<file path="src/rtl/bin_to_bcd_seq.sv">
// bin_to_bcd_seq
//   Sequential binary-to-BCD converter using the shift-and-add-3 (double dabble)
//   method, one shift per clock. A conversion of a W-bit value takes W cycles
//   in SHIFT followed by a single DONE cycle. Values above 9999 saturate the
//   displayed digits to 9999 and raise oOVF.
//
// Ports
//   iCLK    system clock, rising edge
//   iRST    synchronous active-high reset
//   iSTART  conversion request, sampled only while idle
//   iBIN    unsigned binary value, captured on the accepting edge only
//   oBUSY   high in SHIFT and DONE
//   oDONE   one-cycle pulse, result valid
//   oOVF    last converted value exceeded 9999
//   oD0..3  BCD digits, units .. thousands; held until the next DONE or reset
module bin_to_bcd_seq #(
    parameter int W = 14
) (
    input  logic         iCLK,
    input  logic         iRST,
    input  logic         iSTART,
    input  logic [W-1:0] iBIN,
    output logic         oBUSY,
    output logic         oDONE,
    output logic         oOVF,
    output logic [3:0]   oD0,
    output logic [3:0]   oD1,
    output logic [3:0]   oD2,
    output logic [3:0]   oD3
);

    typedef enum logic [1:0] {
        IDLE,
        SHIFT,
        DONE
    } state_t;

    state_t state;
    state_t state_next;

    logic [W-1:0] bin_sr;
    logic [15:0]  scratch;
    logic [4:0]   cnt;
    logic         ovf;

    logic [15:0]  adj;
    logic [15:0]  scratch_shift;
    logic [W-1:0] bin_shift;
    logic [16:0]  bin_wide;
    logic         last_shift;

    assign bin_wide   = 17'(iBIN);
    assign last_shift = (state == SHIFT) && (cnt == 5'd1);

    // One double-dabble step: add 3 to every digit >= 5, then shift the
    // combined {scratch, binary} register left by one. Digits may wrap when
    // the input exceeds 9999; that result is discarded by the saturation path.
    always_comb begin
        adj = scratch;
        for (int unsigned i = 0; i < 4; i++) begin
            if (scratch[4*i +: 4] >= 4'd5)
                adj[4*i +: 4] = scratch[4*i +: 4] + 4'd3;
        end
        {scratch_shift, bin_shift} = {adj, bin_sr} << 1;
    end

    always_comb begin
        state_next = state;
        case (state)
            IDLE:    if (iSTART) state_next = SHIFT;
            SHIFT:   if (cnt == 5'd1) state_next = DONE;
            DONE:    state_next = IDLE;
            default: state_next = IDLE;
        endcase
    end

    always_ff @(posedge iCLK) begin
        if (iRST)
            state <= IDLE;
        else
            state <= state_next;
    end

    always_ff @(posedge iCLK) begin
        if (iRST) begin
            bin_sr  <= '0;
            scratch <= '0;
            cnt     <= '0;
            ovf     <= 1'b0;
            oBUSY   <= 1'b0;
            oDONE   <= 1'b0;
            oOVF    <= 1'b0;
            oD0     <= '0;
            oD1     <= '0;
            oD2     <= '0;
            oD3     <= '0;
        end else begin
            oBUSY <= (state_next != IDLE);
            oDONE <= (state_next == DONE);

            if (state == IDLE && iSTART) begin
                bin_sr  <= iBIN;
                scratch <= '0;
                cnt     <= 5'(W);
                ovf     <= (bin_wide > 17'd9999);
            end else if (state == SHIFT) begin
                bin_sr  <= bin_shift;
                scratch <= scratch_shift;
                cnt     <= cnt - 5'd1;
            end

            // Results are taken from the shifted value of the final step so
            // they appear together with the DONE pulse.
            if (last_shift) begin
                if (ovf) begin
                    oOVF <= 1'b1;
                    oD3  <= 4'd9;
                    oD2  <= 4'd9;
                    oD1  <= 4'd9;
                    oD0  <= 4'd9;
                end else begin
                    oOVF <= 1'b0;
                    oD3  <= scratch_shift[15:12];
                    oD2  <= scratch_shift[11:8];
                    oD1  <= scratch_shift[7:4];
                    oD0  <= scratch_shift[3:0];
                end
            end
        end
    end

endmodule

</file>
<file path="config.mk">
export PLATFORM = sky130hd
export DESIGN_NAME = bin_to_bcd_seq
export DESIGN_NICKNAME = d
export VERILOG_FILES = /design/src/rtl/bin_to_bcd_seq.sv
export SDC_FILE = /design/constraint.sdc
export NUM_CORES = 1
export LEC_CHECK = 0
export CORE_UTILIZATION = 48
export DETAILED_ROUTE_END_ITERATION = 8
export PLACE_DENSITY = 0.75
export SLEW_MARGIN = 40
export SYNTH_ARGS = -nofsm -noshare
export SYNTH_HDL_FRONTEND = slang
export SYNTH_SLANG_ARGS = --single-unit
export TNS_END_PERCENT = 50
</file>
<file path="constraint.sdc">
create_clock -name iCLK -period 1.9 [get_ports iCLK]
set_input_delay 0.38 -clock iCLK [delete_from_list [all_inputs] [get_ports iCLK]]
set_output_delay 0.38 -clock iCLK [all_outputs]
set_load 0.02 [all_outputs]
</file>
==> reports/summary.json, run 1 <==
{
  "run_status": {
    "status": "finished clean"
  },
  "yosys": {
    "syn_area_per_cell_um2": 8.915,
    "yosysTopAreaCell": "dfxtp_1",
    "asyncSetResetFlopFracSynth": 0,
    "synth_cell_types": 33,
    "synth_fp_nets": 306,
    "yosysWarningCount": 0,
    "top_count_cell_post_synth": "dfxtp_1",
    "dominant_synthesized_flop_cell": "dfxtp_1",
    "synthCells": 279,
    "synth-edff-count": 0,
    "synth.ff_latch_count": 57,
    "synth_top_cell_area_share": 0.4588,
    "yosys-top-cells-count": "dfxtp_1 (57), a21oi_1 (35), nand2_1 (28)",
    "synth_seq_area_share": 0.4588,
    "synthesis.area_um2": 2487,
    "synth.area.top_cells": "dfxtp_1 (46%), a21oi_1 (7.0%), o32ai_2 (5.2%)"
  },
  "timing": {
    "achievable-frequency_mhz": 542.0,
    "timing.final.max_slew_violations": 0,
    "rsz_0062_raised_after_global_routing": "yes",
    "setup_viol": 0,
    "fin_worst_skew_ns": 0.009407,
    "layout_min_cycle_time_ns": 1.845,
    "fin_setup_tns_ns": 0,
    "finalHoldViolCount": 0,
    "worst_slew_margin_rel": 0.7181,
    "timing.final.crit_share": 0.9711,
    "final.hold.worst_slack_ns": 0.4582,
    "worst-slew-pin-transition_ns": 0.4190
  },
  "power": {
    "power.ir.vdd_worst_mv": 0.5364,
    "power.static_leakage_nw": 1.100,
    "power.density_nw_per_um2": 871.3,
    "fin_total_pwr_w": 0.002771
  },
  "cells_and_area": {
    "post-route-cell-area_um2": 3181,
    "area_delta_synth_final_pct": 27.87,
    "layout.filler_cells": 410,
    "num-nets-final": 348,
    "layout_cell_share_with_drive_strength_beyond_1": 0.1534,
    "post-route-util": 0.6560,
    "num_antenna_cells": 0
  },
  "cts": {
    "cts_root_buffer": "clkbuf_8",
    "htree_levels": 3,
    "cts_hold_repair.buffers": 0,
    "postCtsSetupRepairBufs": 0,
    "cts_made_buffers": 9,
    "cts_buffer_depth": 2,
    "cts_tree": "built",
    "path_clk_slew_ns": 0.07,
    "clk_latency_ns": 0.34,
    "tritoncts_num_sinks": 57
  },
  "floorplanning": {
    "core_um2": 4848,
    "die_height_um": 73.99,
    "initial_core_util": 0.5130,
    "num_io_pins": 36,
    "die_area_um2": 5474,
    "die_width_um": 73.99,
    "count_of_standard_cell_rows": 25
  },
  "grt": {
    "antenna_found_initial": 0,
    "grt_max_degree": 25,
    "global_route_wire_length_before_repair_um": 8845,
    "all_layer_gr_usage": 0.2180,
    "grt.overflow.total": 0,
    "grt_pass1_vias": 1934
  },
  "routing": {
    "routed_wirelength_um": 5283,
    "dr.pass1.iters": 4,
    "post_drt_via_cell_ratio": 5.384,
    "drt_iter0_markers": 82,
    "num_vias": 2116,
    "detail_route.drc_violations": 0,
    "avgRoutedWirePerCell_um": 13.44,
    "final_antenna_net_count": 0
  },
  "worst_setup_path": {
    "worst-path-max-fanout": 8,
    "required_ns": 2.15,
    "timing_worst_setup_path_type": "flop to flop",
    "timing.critical_path.from_type": "flop",
    "crit_arrival_ns": 2.10,
    "cp-end-kind": "flop"
  },
  "place": {
    "io_buffers": 35,
    "place.gp.congestion": 0.7725,
    "placedInstanceArea_um2": 2967,
    "place.detailed.hpwl_um": 3706
  },
  "hold_path": {
    "min-delay-path-class": "flop to flop"
  },
  "run": {
    "cap_violations": 0
  }
}
## flip-flops by register name, indices dropped and copies added, names as in the netlist, 2 cells and up
| register | count |
|---|---|
| oD1 | 4 |
| oD0 | 4 |
| state | 2 |
| bin_sr | 14 |
| scratch | 16 |
| cnt | 5 |
| oD3 | 4 |
| oD2 | 4 |
## layout by cell type, fill, tap and decap left out, types with 5 or more instances in the layout
cell type        instances
nand3_1                  6
a211oi_1                 8
clkdlybuf4s50_1         35
a22oi_1                 13
inv_1                   18
dfxtp_1                 55
ha_1                    10
o21ai_0                 13
clkbuf_8                11
a21oi_1                 35
nand2b_1                 5
nand2_1                 28
o32ai_2                  8
nor2_1                  21
nor3b_1                  7
buf_4                   12
## metrics by stage
stage / instances / worst slack, ns
after floorplan: 279 / -0.02142
after global placement: 377 / -0.04167
after detailed placement: 377 / -0.07316
after CTS: 393 / 0.01904
after global routing: 393 / -0.01704
final: 393 / 0.05491
## per-layer routing
metal	GRT usage	wire (um)	vias up
met5	0	0	-
met4	0.1047	119	0
met3	0.06504	229	11
met2	0.3374	2432	49
met1	0.2787	2501	986
li1	-	-	1070
## layout make-up
| class | instances | area [um^2] | share of cell area |
|---|---|---|---|
| inverters | 19 | 71.32 | 0.02242 |
| well taps | 67 | 83.83 | 0.02636 |
| repair buffers | 48 | 460.4 | 0.1448 |
| flip-flops and latches | 57 | 1144 | 0.3596 |
| clock inverters | 5 | 53.80 | 0.01692 |
| multi-input cells | 186 | 1216 | 0.3824 |
| clock buffers | 11 | 151.4 | 0.04760 |
## critical path, stage by stage (launching register included)
cell and delay, ns:
dfxtp_2 0.33, inv_2 0.05, ha_1 0.12, or4b_4 0.46, or2_1 0.24, or3_4 0.42, o32ai_2 0.14
## logic make-up (layout without fill, tap and decap cells)
| logic type | after synthesis | after routing | synth area share |
|---|---|---|---|
| XOR/XNOR | 5 | 5 | 0.01760 |
| flip-flops | 57 | 57 | 0.4588 |
| AND/OR/NAND/NOR | 81 | 81 | 0.1575 |
| AO/OA/AOI/OAI | 86 | 86 | 0.2394 |
| adder cells (fa/ha/maj) | 10 | 10 | 0.05030 |
| multiplexers | 4 | 4 | 0.01811 |
| buffers and inverters | 36 | 83 | 0.05835 |
## final timing paths
check / from / endpoint / slack [ns] / depth (start not counted)
max: cnt[1] / oD1[1] / 0.05 / 6
min: bin_sr[11] / bin_sr[11] / 0.46 / 2
max reg2reg: cnt[1] / oD1[1] / 0.05 / 6
min reg2reg: bin_sr[11] / bin_sr[11] / 0.46 / 2
## power breakdown
group          switching, W  internal [W]
Sequential        0.0000381       0.00125
Combinational      0.000179      0.000147
Clock              0.000487      0.000672
Total              0.000704       0.00207
## repair_timing
action,CTS,global route
endpoints found under the setup margin,8,11
gates resized for setup,1,3
pin swaps,0,1
No activity file was read; power rests on OpenSTA's default activity.
==> run 2: changes to the inputs <==
--- a/config.mk
+++ b/config.mk
@@ -7,6 +7,7 @@
 export LEC_CHECK = 0
 export CORE_UTILIZATION = 48
 export DETAILED_ROUTE_END_ITERATION = 8
+export GPL_TIMING_DRIVEN = 1
 export PLACE_DENSITY = 0.75
 export SLEW_MARGIN = 40
 export SYNTH_ARGS = -nofsm -noshare
==> results of run 2 <==
Same layout as run 1: the final DEF is identical, and so are final timing and power.
==> run 3: changes to the inputs <==
--- a/config.mk
+++ b/config.mk
@@ -9,6 +9,7 @@
 export DETAILED_ROUTE_END_ITERATION = 8
 export GPL_TIMING_DRIVEN = 1
 export PLACE_DENSITY = 0.75
+export RECOVER_POWER = 25
 export SLEW_MARGIN = 40
 export SYNTH_ARGS = -nofsm -noshare
 export SYNTH_HDL_FRONTEND = slang
==> run 3 against run 2 <==
Against the previous run:
- register-to-register slack about the same
- sequential power barely moved
- combinational power decreased by 2%
- die area is the same
- core utilization is 0.34 points lower
- largest power group unchanged
- highest routed layer unchanged
==> reports/summary.json, run 3 (synthesis results as in run 1) <==
{
  "cells_and_area": {
    "area_delta_synth_final_pct": 27.21,
    "post-route-util": 0.6526,
    "mostFrequentLayoutCell": "dfxtp_1",
    "layout.filler_cells": 415,
    "most-common-layout-cells": "dfxtp_1 (55), a21oi_1 (35), clkdlybuf4s50_1 (34), nand2_1 (28), nor2_1 (21)",
    "largestRegisters": "scratch (16), bin_sr (14), cnt (5)",
    "layout_cell_share_with_drive_strength_beyond_1": 0.1442,
    "num-nets-final": 348,
    "registers.top_by_ff_count": "scratch",
    "num_antenna_cells": 0,
    "multi_input_area_um2": 1216,
    "register_area_um2": 1144,
    "max_ffs_per_register": 16
  },
  "run_status": {
    "status": "finished clean"
  },
  "routing": {
    "dr.pass1.iters": 4,
    "routed_wirelength_um": 5265,
    "detail_route.drc_violations": 0,
    "post_drt_via_cell_ratio": 5.382,
    "drt_iter0_markers": 72,
    "num_vias": 2115,
    "final_antenna_net_count": 0,
    "avgRoutedWirePerCell_um": 13.40
  },
  "worst_setup_path": {
    "crit_chain": "inv_2, ha_1, or4b_4, or2_1, or3_4, o32ai_2",
    "worst-path-max-fanout": 8,
    "required_ns": 2.15,
    "timing_worst_setup_path_type": "flop to flop",
    "cp-end-kind": "flop",
    "cpLargestDelayFamily": "simple AND/OR/NAND/NOR gates",
    "crit_arrival_ns": 2.10,
    "crit_path_top_delay_cell": "or4b_4",
    "critical_path_buf_inv_count": 1,
    "cp_slowest_stage_delay_ns": 0.46,
    "timing.critical_path.from_type": "flop"
  },
  "timing": {
    "rsz_0062_raised_after_global_routing": "yes",
    "fin_setup_tns_ns": 0,
    "setup_viol": 0,
    "finalHoldViolCount": 0,
    "worst-slew-pin-transition_ns": 0.4515,
    "fin_worst_skew_ns": 0.008894,
    "achievable-frequency_mhz": 543.0,
    "timing.final.max_slew_violations": 0,
    "worst_slew_margin_rel": 0.6990,
    "timing.final.crit_share": 0.9693,
    "layout_min_cycle_time_ns": 1.842
  },
  "place": {
    "io_buffers": 35,
    "place.gp.congestion": 0.7725,
    "place.detailed.hpwl_um": 3706
  },
  "power": {
    "power_frac_seq": 0.466,
    "power.density_nw_per_um2": 873.0,
    "power.ir.vdd_worst_mv": 0.5364,
    "switching_power_w": 0.0007025,
    "power.clock.fraction": 0.419,
    "power.static_leakage_nw": 1.087,
    "internal_power_w": 0.002060,
    "power.combinational.fraction": 0.115,
    "p_sw_frac": 0.2543
  },
  "floorplanning": {
    "initial_core_util": 0.5130,
    "die_width_um": 73.99,
    "count_of_standard_cell_rows": 25,
    "die_area_um2": 5474,
    "num_io_pins": 36,
    "die_height_um": 73.99,
    "core_um2": 4848
  },
  "cts": {
    "cts_tree": "built",
    "cts_hold_repair.buffers": 0,
    "htree_levels": 3,
    "tritoncts_num_sinks": 57,
    "path_clk_slew_ns": 0.07,
    "cts_root_buffer": "clkbuf_8",
    "clk_latency_ns": 0.34,
    "cts_made_buffers": 9,
    "cts_buffer_depth": 2
  },
  "grt": {
    "grt.overflow.total": 0,
    "grt_pass1_vias": 1934,
    "global_route_wire_length_before_repair_um": 8845,
    "grt_max_degree": 25,
    "all_layer_gr_usage": 0.2180,
    "antenna_found_initial": 0
  },
  "run": {
    "cap_violations": 0
  },
  "hold_path": {
    "min-delay-path-class": "flop to flop"
  }
}
-- run 3: cell types whose count changed in the layout (fill, tap and decap cells not counted) --
cell / before / now
clkdlybuf4s50_1: 35 / 34
clkbuf_2: 0 / 2
clkbuf_1: 0 / 3
dlygate4sd3_1: 0 / 1
buf_4: 12 / 7
-- run 3: layout make-up --
cell class	instances	area share
sequential	57	0.3614
timing repair buffer	48	0.1404
tap	67	0.02649
clock buffer	11	0.04785
inverter	19	0.02254
clock inverter	5	0.01700
multi-input combinational	186	0.3843
-- run 3: power by group through the flow --
| stage | registers (W) | clock network (W) | logic [W] |
|---|---|---|---|
| final | 0.00129 | 0.00116 | 0.000319 |
| after global routing | 0.00129 | 0.00123 | 0.000357 |
| after CTS | 0.00129 | 0.00117 | 0.000327 |
| after detailed placement | 0.00131 | 0 | 0.000325 |
| after global placement | 0.00131 | 0 | 0.000321 |
| after floorplan | 0.00131 | 0 | 0.000199 |
-- run 3: worst paths after layout --
kind               from         end  slack [ns]  cells past startpoint
max              cnt[1]      oD1[1]        0.06                      6
min          bin_sr[11]  bin_sr[11]        0.46                      2
max reg2reg      cnt[1]      oD1[1]        0.06                      6
min reg2reg  bin_sr[11]  bin_sr[11]        0.46                      2
-- run 3: what timing repair did --
action,4_1_cts,5_1_grt
endpoints found under the setup margin,8,11
pin swaps,0,1
gates resized for setup,1,3
setup buffers,0,0
endpoints found under the hold margin,0,0
-- run 3: worst min-delay path: stages (launching register included) --
cell     delay (ns)
dfxtp_1        0.31
nand2_1        0.05
a21oi_1        0.05
-- run 3: through the flow --
stage                     area (um^2)  power, W  instances  hold WS, ns  setup slack (ns)
after floorplan                  2489  0.001509        279       0.4368          -0.02142
after global placement           2967  0.001631        377       0.4438          -0.04167
after detailed placement         2967  0.001636        377       0.4510          -0.07316
after CTS                        3177  0.002785        393       0.4599           0.01904
after global routing             3164  0.002883        393       0.4746          -0.01704
final                            3164  0.002763        393       0.4582           0.05839
-- run 3: metal layers --
layer / vias to the layer above / global-route usage / part of all wire
li1: 1072 / - / -
met1: 985 / 0.2787 / 0.48
met2: 47 / 0.3374 / 0.46
met3: 11 / 0.06504 / 0.043
met4: 0 / 0.1047 / 0.023
met5: - / 0 / 0
